## config.mk

```make
export PLATFORM = sky130hd
export DESIGN_NAME = ysyx_22041207_fetch_queue_flat
export DESIGN_NICKNAME = d
export VERILOG_FILES = /design/src/rtl/ysyx_22041207_pkg.sv /design/src/rtl/ysyx_22041207_fetch_queue_if.sv /design/src/rtl/ysyx_22041207_fq_mem.sv /design/src/rtl/ysyx_22041207_fetch_queue.sv /design/src/flat_wrapper.sv
export SDC_FILE = /design/constraint.sdc
export NUM_CORES = 1
export LEC_CHECK = 0
export ABC_AREA = 1
export ABC_CLOCK_PERIOD_IN_PS = 13500
export CORE_MARGIN = 2
export CORE_UTILIZATION = 55
export CTS_CLUSTER_DIAMETER = 60
export DETAILED_ROUTE_END_ITERATION = 7
export GPL_TIMING_DRIVEN = 0
export HOLD_SLACK_MARGIN = 0.1
export PLACE_DENSITY = 0.87
export SYNTH_ARGS = -nofsm -noshare
export SYNTH_HDL_FRONTEND = slang
export SYNTH_HIERARCHICAL = 1
export SYNTH_SLANG_ARGS = --single-unit
```

## constraint.sdc

```tcl
create_clock -name clk -period 13.5 [get_ports clk]
set_input_delay 1.35 -clock clk [delete_from_list [all_inputs] [get_ports clk]]
set_output_delay 1.35 -clock clk [all_outputs]
set_load 0.01 [all_outputs]
```

## src/rtl/ysyx_22041207_pkg.sv

```systemverilog
// Shared ysyx_22041207 pipeline types: fetch entry layout, NOP encoding, boot PC.
package ysyx_22041207_pkg;

  localparam logic [31:0] NOP_INST = 32'h00000013;
  localparam logic [63:0] RESET_PC = 64'h80000000;

  typedef struct packed {
    logic [63:0] pc;
    logic [31:0] inst;
    logic        fault;
  } fetch_entry_t;

endpackage

```

## src/rtl/ysyx_22041207_fetch_queue_if.sv

```systemverilog
// Fetch->decode handshake bundle; master = fetch/decode side, slave = the queue.
interface ysyx_22041207_fetch_queue_if #(
  parameter int DEPTH = 4,
  parameter int CNT_W = $clog2(DEPTH) + 1
);
  logic             in_valid;
  logic             in_ready;
  logic [63:0]      in_pc;
  logic [31:0]      in_inst;
  logic             in_fault;
  logic             flush;
  logic             out_valid;
  logic             out_ready;
  logic [63:0]      out_pc;
  logic [31:0]      out_inst;
  logic             out_fault;
  logic [CNT_W-1:0] count;

  modport master (
    output in_valid, in_pc, in_inst, in_fault, flush, out_ready,
    input  in_ready, out_valid, out_pc, out_inst, out_fault, count
  );

  modport slave (
    input  in_valid, in_pc, in_inst, in_fault, flush, out_ready,
    output in_ready, out_valid, out_pc, out_inst, out_fault, count
  );
endinterface

```

## src/rtl/ysyx_22041207_fq_mem.sv

```systemverilog
// DEPTH x fetch_entry_t register file: one synchronous write port, one async read port.
module ysyx_22041207_fq_mem
  import ysyx_22041207_pkg::*;
#(
  parameter int DEPTH = 4,
  parameter int PTR_W = $clog2(DEPTH)
) (
  input  logic             clk,
  input  logic             i_we,
  input  logic [PTR_W-1:0] i_waddr,
  input  fetch_entry_t     i_wdata,
  input  logic [PTR_W-1:0] i_raddr,
  output fetch_entry_t     o_rdata
);

  fetch_entry_t r_mem [DEPTH];

  // Contents are don't-care after reset; occupancy lives in the top's count.
  for (genvar g = 0; g < DEPTH; g++) begin : g_ent
    always_ff @(posedge clk) begin
      if (i_we && (i_waddr == PTR_W'(g))) r_mem[g] <= i_wdata;
    end
  end

  assign o_rdata = r_mem[i_raddr];

endmodule

```

## src/rtl/ysyx_22041207_fetch_queue.sv

```systemverilog
// Fetch->decode decoupling FIFO with flush-on-redirect.
// Optional empty-queue bypass: define YSYX_22041207_FETCH_QUEUE_BYPASS_EN.
module ysyx_22041207_fetch_queue
  import ysyx_22041207_pkg::*;
#(
  parameter int DEPTH = 4,
  parameter int CNT_W = $clog2(DEPTH) + 1
) (
  input  logic                        clk,
  input  logic                        rst_n,
  ysyx_22041207_fetch_queue_if.slave  fq
);

  localparam int               PTR_W    = $clog2(DEPTH);
  localparam logic [CNT_W-1:0] FULL_CNT = CNT_W'(DEPTH);

  logic [PTR_W-1:0] r_rd_ptr;
  logic [PTR_W-1:0] r_wr_ptr;
  logic [CNT_W-1:0] r_count;

  logic         w_empty;
  logic         w_in_ready;
  logic         w_out_valid;
  logic         w_byp;
  logic         w_enq;
  logic         w_deq;
  logic         w_wr;
  logic         w_rd;
  fetch_entry_t w_in_ent;
  fetch_entry_t w_mem_ent;
  fetch_entry_t w_head;

  assign w_empty    = (r_count == '0);
  assign w_in_ready = (r_count != FULL_CNT);
  assign w_in_ent   = '{pc: fq.in_pc, inst: fq.in_inst, fault: fq.in_fault};

`ifdef YSYX_22041207_FETCH_QUEUE_BYPASS_EN
  assign w_byp = w_empty & fq.in_valid & ~fq.flush;
`else
  assign w_byp = 1'b0;
`endif

  assign w_out_valid = ~w_empty | w_byp;
  assign w_head      = w_byp ? w_in_ent : w_mem_ent;

  assign w_enq = fq.in_valid & w_in_ready & ~fq.flush;
  assign w_deq = w_out_valid & fq.out_ready & ~fq.flush;
  // A bypassed entry taken by decode in the same cycle never touches storage.
  assign w_wr  = w_enq & ~(w_byp & fq.out_ready);
  assign w_rd  = w_deq & ~w_empty;

  ysyx_22041207_fq_mem #(
    .DEPTH (DEPTH),
    .PTR_W (PTR_W)
  ) u_mem (
    .clk     (clk),
    .i_we    (w_wr),
    .i_waddr (r_wr_ptr),
    .i_wdata (w_in_ent),
    .i_raddr (r_rd_ptr),
    .o_rdata (w_mem_ent)
  );

  always_ff @(posedge clk or negedge rst_n) begin
    if (!rst_n) begin
      r_rd_ptr <= '0;
      r_wr_ptr <= '0;
      r_count  <= '0;
    end else if (fq.flush) begin
      r_rd_ptr <= '0;
      r_wr_ptr <= '0;
      r_count  <= '0;
    end else begin
      if (w_wr) r_wr_ptr <= r_wr_ptr + 1'b1;
      if (w_rd) r_rd_ptr <= r_rd_ptr + 1'b1;
      case ({w_wr, w_rd})
        2'b10:   r_count <= r_count + 1'b1;
        2'b01:   r_count <= r_count - 1'b1;
        default: r_count <= r_count;
      endcase
    end
  end

  // Outputs are masked to idle values whenever nothing is presented.
  assign fq.in_ready  = w_in_ready;
  assign fq.out_valid = w_out_valid;
  assign fq.out_pc    = w_out_valid ? w_head.pc    : 64'd0;
  assign fq.out_inst  = w_out_valid ? w_head.inst  : NOP_INST;
  assign fq.out_fault = w_out_valid ? w_head.fault : 1'b0;
  assign fq.count     = r_count;

endmodule

```

## src/flat_wrapper.sv

```systemverilog
// flat-port wrapper written by rule: the top's interface ports become plain ports
module ysyx_22041207_fetch_queue_flat import ysyx_22041207_pkg::*;
#(
  parameter int DEPTH = 4,
  parameter int CNT_W = $clog2(DEPTH) + 1
)
  (clk, rst_n, fq_in_valid, fq_in_pc, fq_in_inst, fq_in_fault, fq_flush, fq_out_ready, fq_in_ready, fq_out_valid, fq_out_pc, fq_out_inst, fq_out_fault, fq_count);
  ysyx_22041207_fetch_queue_if #(.DEPTH(DEPTH), .CNT_W(CNT_W)) fq_i ();
  input  logic clk;
  input  logic rst_n;
  input wire logic [$bits(fq_i.in_valid)-1:0] fq_in_valid;
  input wire logic [$bits(fq_i.in_pc)-1:0] fq_in_pc;
  input wire logic [$bits(fq_i.in_inst)-1:0] fq_in_inst;
  input wire logic [$bits(fq_i.in_fault)-1:0] fq_in_fault;
  input wire logic [$bits(fq_i.flush)-1:0] fq_flush;
  input wire logic [$bits(fq_i.out_ready)-1:0] fq_out_ready;
  output wire logic [$bits(fq_i.in_ready)-1:0] fq_in_ready;
  output wire logic [$bits(fq_i.out_valid)-1:0] fq_out_valid;
  output wire logic [$bits(fq_i.out_pc)-1:0] fq_out_pc;
  output wire logic [$bits(fq_i.out_inst)-1:0] fq_out_inst;
  output wire logic [$bits(fq_i.out_fault)-1:0] fq_out_fault;
  output wire logic [$bits(fq_i.count)-1:0] fq_count;
  assign fq_i.in_valid = fq_in_valid;
  assign fq_i.in_pc = fq_in_pc;
  assign fq_i.in_inst = fq_in_inst;
  assign fq_i.in_fault = fq_in_fault;
  assign fq_i.flush = fq_flush;
  assign fq_i.out_ready = fq_out_ready;
  assign fq_in_ready = fq_i.in_ready;
  assign fq_out_valid = fq_i.out_valid;
  assign fq_out_pc = fq_i.out_pc;
  assign fq_out_inst = fq_i.out_inst;
  assign fq_out_fault = fq_i.out_fault;
  assign fq_count = fq_i.count;
  ysyx_22041207_fetch_queue #(.DEPTH(DEPTH), .CNT_W(CNT_W)) u_core (.clk(clk), .rst_n(rst_n), .fq(fq_i));
endmodule
```

### Yosys cells after proc, flatten, opt, wreduce, memory -nomap -nowiden

Memory sizes are Yosys's and may differ from the RTL's.
Index checks and enable logic that the tools add are counted.

| cells by class | value |
|---|---|
| add/subtract/negate cells | 4 |
| divide/modulo/power cells | 0 |
| eq/ne operators | 6 |
| multiplexer cells | 26 |
| $lt $le $gt $ge | 0 |
| shift-type cells | 0 |
| reduce and logical (&&, ||, !) cells | 12 |
| $mul | 0 |
| bitwise logic cells | 7 |

Operators by type and width:

| cell | count |
|---|---|
| $mux 97 | 3 |
| $reduce_or 97->1 | 3 |
| $mux 64 | 1 |
| $mux 32 | 1 |
| $mux 2 | 7 |
| $mux 1 | 12 |
| $eq 2x2->1 const B | 3 |
| $pmux 3 s2 | 1 |
| $and 1x1->1 | 5 |
| $add 2x1->2 const B | 2 |
| $eq 2x1->1 const B | 2 |
| $logic_and 1x1->1 | 4 |
| $reduce_bool 2->1 | 2 |
| $add 3x1->3 const B | 1 |
| $logic_not 3->1 | 1 |
| $mux 3 | 1 |
| $ne 3x3->1 const B | 1 |
| $reduce_bool 3->1 | 1 |
| $sub 3x1->3 const B | 1 |
| $logic_not 2->1 | 1 |
| $not 1->1 | 2 |

| word-level totals | value |
|---|---|
| memories kept | 1 |
| latch bits | 0 |
| register bits | 7 |
| word-level logic and storage cells | 59 |
| input bits | 102 |
| memory bits (read-only) | 0 |
| output and inout port bits | 102 |
| RAM bits | 388 |

Memory list:

| name | words | bits a word | rd ports | clocked after memory_dff | write ports | line | text |
|---|---|---|---|---|---|---|---|
| u_core.u_mem.r_mem | 4 | 97 | 1 | 0 | 1 | ysyx_22041207_fq_mem.sv:16 | `fetch_entry_t r_mem [DEPTH];` |

### Logic depth before layout (Yosys ltp)

| logic depth | value |
|---|---|
| depth in word-level cells | 10 |
| gate-level depth with buffers | 12 |
| gate-level depth less buffers | 12 |

### Modules after synthesis

The synthesis kept the hierarchy.

Modules (own cells, without submodules):

| module | area an instance (um^2) | seq. area each (um^2) | instances | cells each |
|---|---|---|---|---|
| ysyx_22041207_fq_mem | 16350.7 | 11651.2 | 1 | 1528 |
| ysyx_22041207_fetch_queue | 1239.9 | 175.2 | 1 | 259 |

### Worst setup path before layout

OpenSTA, ideal clock, no wires.

| timing | value |
|---|---|
| path kind | input to register |
| start point | input port fq_in_valid |
| end point | memory u_core/u_mem/r_mem[0][0] in the netlist's numbering, enable pin |
| setup time | 672 ps |
| slack | 4714 ps |
| buffers on the path | 0 |
| stages on the path | 4 |
| data arrival time | 8114 ps |
| data required time | 12828 ps |
| cells stage by stage | nand2_4 -> nor2_1 -> inv_1 -> nor3_1 |

| between the ends | value |
|---|---|
| longest elaborated chain between the ends | 9 |
| elaborated cells on any way between the ends | 23 |
| those cells by class | mux: 14; bitwise: 2; reduce/logical: 7 |

Ends and longest elaborated chain:

| element | line | text |
|---|---|---|
| start: declaration | flat_wrapper.sv:11 | `input wire logic [$bits(fq_i.in_valid)-1:0] fq_in_valid;` |
| $and 1x1->1 (*) (2 in a row) | ysyx_22041207_fetch_queue.sv:46 | `assign w_enq = fq.in_valid & w_in_ready & ~fq.flush;` |
| net u_core.w_enq | ysyx_22041207_fetch_queue.sv:25 | `logic w_enq;` |
| $logic_and 1x1->1 | ysyx_22041207_fq_mem.sv:21 | `if (i_we && (i_waddr == PTR_W'(g))) r_mem[g] <= i_wdata;` |
| $mux 1 | ysyx_22041207_fq_mem.sv:21 |  |
| $mux 1 (implied by the code) | ysyx_22041207_fq_mem.sv:21 |  |
| $reduce_or 97->1 (no source line) | n/a |  |
| $mux 2 (no source line) or $mux 1 (tied branches) (3 in a row) | n/a |  |
| end: declaration | ysyx_22041207_fq_mem.sv:16 |  |

The timed path passes the listed nets; every way through them passes the cells marked *.

==> reports/metrics.cfg <==
[sta]
finalHoldViolCount=0
fin_hold_ws_ns=0.5813
worst_pin_slew_ns=1.007
rsz0062_at_grt=no
slew_violations=0
setup-violations-final=0
fin_crit_sh=0.3111
fmax_mhz=238.1
fin_skew_ns=0.01153
max_slew_margin=0.3248
min_period_ns=4.200

[synthesis]
async_flop_share=0.01772
synth_warnings=6
synth_nets=1890
ys.flop_type=edfxtp_1
ys_seq_area_frac=0.6723
synth.distinct_cells=24
synth_cells=1787
syn_area_per_cell_um2=9.844
syn_area_mm2=0.01759
synth-edff-count=388
ys_ff_latch=395

[critical_path]
critPathSlowestCell=clkdlybuf4s50_1
crit_chain=buf_6 > inv_4 > clkbuf_1 > nand3_1 > nand2_1 > inv_1 > nor2_1 > clkdlybuf4s50_1
required_ns=12.15
critical_path_buf_inv_count=5
arrival_ns=2.85
crit_path_start_kind=flop
path_max_fanout=10
worst_setup_path_end_kind=output pin
max_stage_delay_ns=0.59
crit_type=flop to output pin
cpLargestDelayFamily=buffers and inverters

[drt]
drt_pass1_iterations=7
ant_nets=0
vias=12763
viasPerCell=5.085
route.detailed.drc=0
wire_per_inst_um=17.02
drtIter0Drc=1109
wirelength_mm=42.73

[floorplan]
die_y_um=182.8
row_count=65
pin_count=204
dieArea_mm2=0.03343
initial_core_util=0.5575
die_width_um=182.8
core_area_mm2=0.03156

[grt]
gr-total-overflow=0
grt_max_degree=16
antenna_found_initial=3
grt.total_usage=0.2544
grt_pass1_vias=12829
grt_pass1_wl_mm=65.21

[clock_tree]
post_cts_buffers=0
cts_buffers=40
cts.sinks=395
htreeDepth=2
clkTransAtPathRegs_ns=0.06
cts.hold.buffers_added=0
cts_tree=built
clock_path_buffers=3
worstSkewPairLatency_ns=0.52
post_cts_resize_count=0
cts_root_buffer=clkbuf_16

[power]
p_per_area_mw_per_mm2=177.2
combPwrFrac=0.372
internal_power_uw=2584
ir_drop_uv=137.3
leakagePower_uw=0.01009
p_clk_frac=0.263
switching_share=0.3338
sequentialPowerShare=0.365
power.switching_uw=1295

[final_layout]
multiInputGateArea_mm2=0.003438
layout-drive-gt1-share=0.08836
final_common_cell=nand2_1
num-fill-cells=2108
layout-area-overhead-vs-synth_pct=24.40
seqCellArea_mm2=0.01183
final_nets=2178
fin_util=0.6935
layout_common_cells=503 x nand2_1, 490 x inv_1, 388 x edfxtp_1

[placement]
portBuffers=203
gp_congestion=0.7953
dpl.hpwl_mm=28.79

[outcome]
status=completed

[worst_hold_path]
hold_path_class=flop to flop

[job]
drv_cap=0

worst paths after layout:
check	cells past startpoint	to	slack (ns)	start
hold reg to reg	1	u_core/r_rd_ptr[1]	0.58	u_core/r_rd_ptr[1]
max in group asynchronous	1	u_core/fq.count[1]	12.05	rst_n
setup reg to reg	11	u_core/u_mem/r_mem[0][62]	10.61	u_core/fq.count[0]
min in group asynchronous	1	u_core/r_rd_ptr[0]	1.15	rst_n
setup / recovery	8	fq_out_inst[24]	9.30	u_core/r_rd_ptr[1]
hold / removal	1	u_core/r_rd_ptr[1]	0.58	u_core/r_rd_ptr[1]
cell type report:
cell class	count	share of cell area
sequential	395	0.5405
tap	402	0.02299
clock buffer	45	0.04757
inverter	496	0.08520
multi-input combinational	822	0.1571
timing repair buffer	246	0.1162
clock inverter	27	0.008119
buffer	74	0.02201
antenna	3	0.0003431
synth_stat cells, types with 5 or more instances:
master	count	area share
buf_2	25	0.0071
buf_4	30	0.013
buf_6	8	0.0051
clkbuf_1	11	0.0023
dfrtp_1	7	0.010
edfxtp_1	388	0.66
inv_1	490	0.10
inv_2	5	0.0011
nand2_1	503	0.11
nand3_1	197	0.056
nor2_1	99	0.021
sequential cells by signal (all words and copies together), names as in the netlist:
register and flops:
u_core/u_mem/r_mem 388, u_core/r_rd_ptr 2, u_core/fq.count 3, u_core/r_wr_ptr 2
per-stage QoR:
stage	worst slack, ns	area (um2)	cells	power (uW)	setup TNS (ns)
global route	9.221	21880	2508	4079	0
detailed placement	9.433	20660	2435	2865	0
global placement	-0.8967	20130	2392	2826	-301.42
finish	9.300	21880	2510	3878	0
floorplan	4.714	17590	1787	2197	0
CTS	9.367	21870	2507	3892	0
per-layer routing:
metal | vias up | global-route usage | wire length, um
li1 | 6029 | - | -
met2 | 565 | 0.4520 | 21750
met5 | - | 0 | 0
met3 | 106 | 0.04349 | 3360
met4 | 0 | 0.1024 | 1500
met1 | 6063 | 0.3107 | 16120
power groups by stage:
stage / Sequential [uW] / Clock (uW) / Combinational (uW)
floorplan: 1450 / 0 / 748
global placement: 1460 / 0 / 1370
detailed placement: 1440 / 0 / 1420
CTS: 1420 / 1040 / 1440
global route: 1420 / 1090 / 1570
finish: 1420 / 1020 / 1440
kinds of logic (layout without fill, tap and decap cells):
| family | Yosys count | after routing | share of synthesized area |
|---|---|---|---|
| compound gates | 6 | 6 | 0.002063 |
| xor+xnor | 1 | 1 | 0.0004980 |
| fa+ha+maj | 1 | 1 | 0.001138 |
| buf+inv | 570 | 888 | 0.1334 |
| flops | 395 | 395 | 0.6723 |
| other cells | 0 | 3 | 0 |
| simple gates | 814 | 814 | 0.1906 |
worst reg2reg max path, delay by kind of cell (launching register included):
kind                   cells  cell delay (ns)
flip-flops                 1             0.50
buffers and inverters      6             1.00
AND/OR/NAND/NOR            5             1.10
(Power assumes the default switching activity.)
==> edit: new RTL, config.mk and constraints unchanged <==
`DEPTH` is set to 4 in 4 places; all go to 8.
--- a/src/rtl/ysyx_22041207_fetch_queue_if.sv
+++ b/src/rtl/ysyx_22041207_fetch_queue_if.sv
@@ -1,6 +1,6 @@
 // Fetch->decode handshake bundle; master = fetch/decode side, slave = the queue.
 interface ysyx_22041207_fetch_queue_if #(
-  parameter int DEPTH = 4,
+  parameter int DEPTH = 8,
   parameter int CNT_W = $clog2(DEPTH) + 1
 );
   logic             in_valid;
--- a/src/rtl/ysyx_22041207_fq_mem.sv
+++ b/src/rtl/ysyx_22041207_fq_mem.sv
@@ -2,7 +2,7 @@
 module ysyx_22041207_fq_mem
   import ysyx_22041207_pkg::*;
 #(
-  parameter int DEPTH = 4,
+  parameter int DEPTH = 8,
   parameter int PTR_W = $clog2(DEPTH)
 ) (
   input  logic             clk,
--- a/src/rtl/ysyx_22041207_fetch_queue.sv
+++ b/src/rtl/ysyx_22041207_fetch_queue.sv
@@ -3,7 +3,7 @@
 module ysyx_22041207_fetch_queue
   import ysyx_22041207_pkg::*;
 #(
-  parameter int DEPTH = 4,
+  parameter int DEPTH = 8,
   parameter int CNT_W = $clog2(DEPTH) + 1
 ) (
   input  logic                        clk,
--- a/src/flat_wrapper.sv
+++ b/src/flat_wrapper.sv
@@ -1,7 +1,7 @@
 // flat-port wrapper written by rule: the top's interface ports become plain ports
 module ysyx_22041207_fetch_queue_flat import ysyx_22041207_pkg::*;
 #(
-  parameter int DEPTH = 4,
+  parameter int DEPTH = 8,
   parameter int CNT_W = $clog2(DEPTH) + 1
 )
   (clk, rst_n, fq_in_valid, fq_in_pc, fq_in_inst, fq_in_fault, fq_flush, fq_out_ready, fq_in_ready, fq_out_valid, fq_out_pc, fq_out_inst, fq_out_fault, fq_count);
Ports: changed (resized fq_count); port bits go from 204 to 205. No check against the original RTL was run, so the function may have changed too.
==> edit against the original RTL <==
Synthesized area is 100% higher. Setup slack worse by 0.82 ns. Hold slack worse by 0.093 ns. Sequential power is 100% higher. Critical endpoint is now fq_out_pc[59]. Critical path type unchanged. Power is 100% higher. Sequential cell count is 391 higher. Final area is 88% higher. Via count is 100% higher. Clock skew hardly changed. Wire length is 120% higher. Die area is 97% higher. Combinational power is 110% higher.
==> edit: results (changes against the original RTL) <==
stage,metric,value,unit,change
outcome,status,completed,,
grt,number of antenna violations at the first check in global routing,14,,+11
pwr,sw frac,36.2,%,+2.8 points
pwr,Max IR drop VDD,0.161,mV,+17%
grt,largest net degree at the start of global routing,31,,+15
setup_path,register-to-register path setup slack,10.54,ns,-0.07 ns
cells_and_area,max FFs per register,776,,+100%
routing,met3 WL,9810,um,+190%
logic_synthesis,Post-Syn Area per Cell,9.63,um^2,-2.1%
routing,drt total wl,92400,um,+120%
logic_synthesis,syn nets,3754,,+99%
logic_synthesis,"Distinct cells, synth",29,,+21%
sta,worst hold margin,0.488,ns,-0.0931 ns
logic_synthesis,synth top area cells,"edfxtp_1 66%, nand2_1 14%, inv_1 9.4%, nand3_1 5.6%, buf_2 1.7%",,
sta,Worst Skew,0.0119,ns,+0.000414 ns
routing,vias per cell,5.31,,+4.5%
routing,Top Layer Used,met5,,
setup_path,arrival time of the worst setup path,3.67,ns,+0.82 ns
clocking,clk_lat worst skew,0.61,ns,+0.09 ns
routing,WL met1,33000,um,+100%
cells_and_area,share of layout cells above drive strength 1,7.00,%,-1.8 points
hold_path,hold path start,u_core/r_rd_ptr[2]$_DFFE_PN0P_,,
floorplanning,DIE AREA,65900,um^2,+97%
logic_synthesis,most common library cells after synthesis,"1285 x nand2_1, 878 x inv_1, 776 x edfxtp_1",,
place,Routability Congestion,0.806,,+1.3%
logic_synthesis,number of synthesized flops with an enable pin,776,,+100%
cells_and_area,Final nets,4068,,+87%
routing,DR WL/cell,19.0,um,+12%
routing,1st-pass router iterations,6,,-1
clocking,CTS Buf Count,80,,+100%
clocking,CTS H-tree depth,3,,+1
place,port bufs,204,,+0.49%
logic_synthesis,asr flop ratio synth,1.27,%,-0.50 points
pwr,P_leak,0.0190,uW,+88%
grt,first-pass GRT wire length,138000,um,+110%
place,Cells after DPL,4725,,+94%
grt,via count of the first global-routing pass,25700,,+100%
setup_path,reg2reg end,u_core/u_mem/r_mem[2][59]$_DFFE_PP_,,
[edit: cell families (layout without fill, tap and decap cells)]
kind of cell	Yosys count	in the layout	share of synthesized area (%)
XOR/XNOR	1	1	0.0249
AND/OR/NAND/NOR	1800	1800	20.9
other	0	6	0
adder cells (fa/ha/maj)	5	5	0.199
AO/OA/AOI/OAI	10	10	0.182
flip-flops	786	786	67.0
buffers and inverters	1045	1411	11.7
[edit: through the flow]
| step | setup slack [ns] | area, um^2 |
|---|---|---|
| after floorplan | 7.15 | 35100 |
| after global placement | 3.09 | 38200 |
| after detailed placement | 9.17 | 38900 |
| after CTS | 8.52 | 41200 |
| after global routing | 8.40 | 41200 |
| final | 8.48 | 41200 |
[edit: power by group through the flow]
stage                     Sequential (uW)  Clock (uW)  Combinational [uW]
after floorplan                      2910           0                1630
after global placement               2930           0                2810
after detailed placement             2900           0                2940
after CTS                            2850        2040                2980
after global routing                 2860        2130                3250
final                                2850        2020                3010
[edit: final cells by class]
type                            instances  area, um^2
Timing Repair Buffer                  232        2630
Antenna cell                            6        15.0
Inverter                              886        3330
Multi-Input combinational cell       1816        7540
Fill cell                            4495       21800
Clock buffer                          102        2110
Sequential cell                       786       23600
Buffer                                159         779
Clock inverter                         32         220
Tap cell                              846        1060
[edit: worst max path at each step]
stage	start	endpoint	slack, ns
2_1_floorplan	fq_in_valid	u_core/u_mem/r_mem[4][0]$_DFFE_PP_	7.15
3_3_place_gp	fq_in_valid	u_core/u_mem/r_mem[6][58]$_DFFE_PP_	3.09
3_5_place_dp	u_core/r_rd_ptr[2]$_DFFE_PN0P_	fq_out_pc[59]	9.17
4_1_cts	u_core/r_rd_ptr[2]$_DFFE_PN0P_	fq_out_pc[59]	8.52
5_1_grt	u_core/r_rd_ptr[2]$_DFFE_PN0P_	fq_out_pc[59]	8.40
6_report	u_core/r_rd_ptr[2]$_DFFE_PN0P_	fq_out_pc[59]	8.48
[edit: worst register-to-register path, cell delays in order, from the launching register on]
cell and delay [ns]:
dfrtp_1 0.49, nor2_4 0.07, nand2_2 0.10, nand2_4 0.08, nor2_1 0.21, nand2_1 0.28, nor2_4 0.87, buf_12 0.30
buf_12 0.23
[edit: layer usage]
layer,vias up,track usage (%)
met3,326,5.20
met2,1652,47.1
li1,11800,-
met5,-,0
met1,12000,33.7
met4,14,13.4
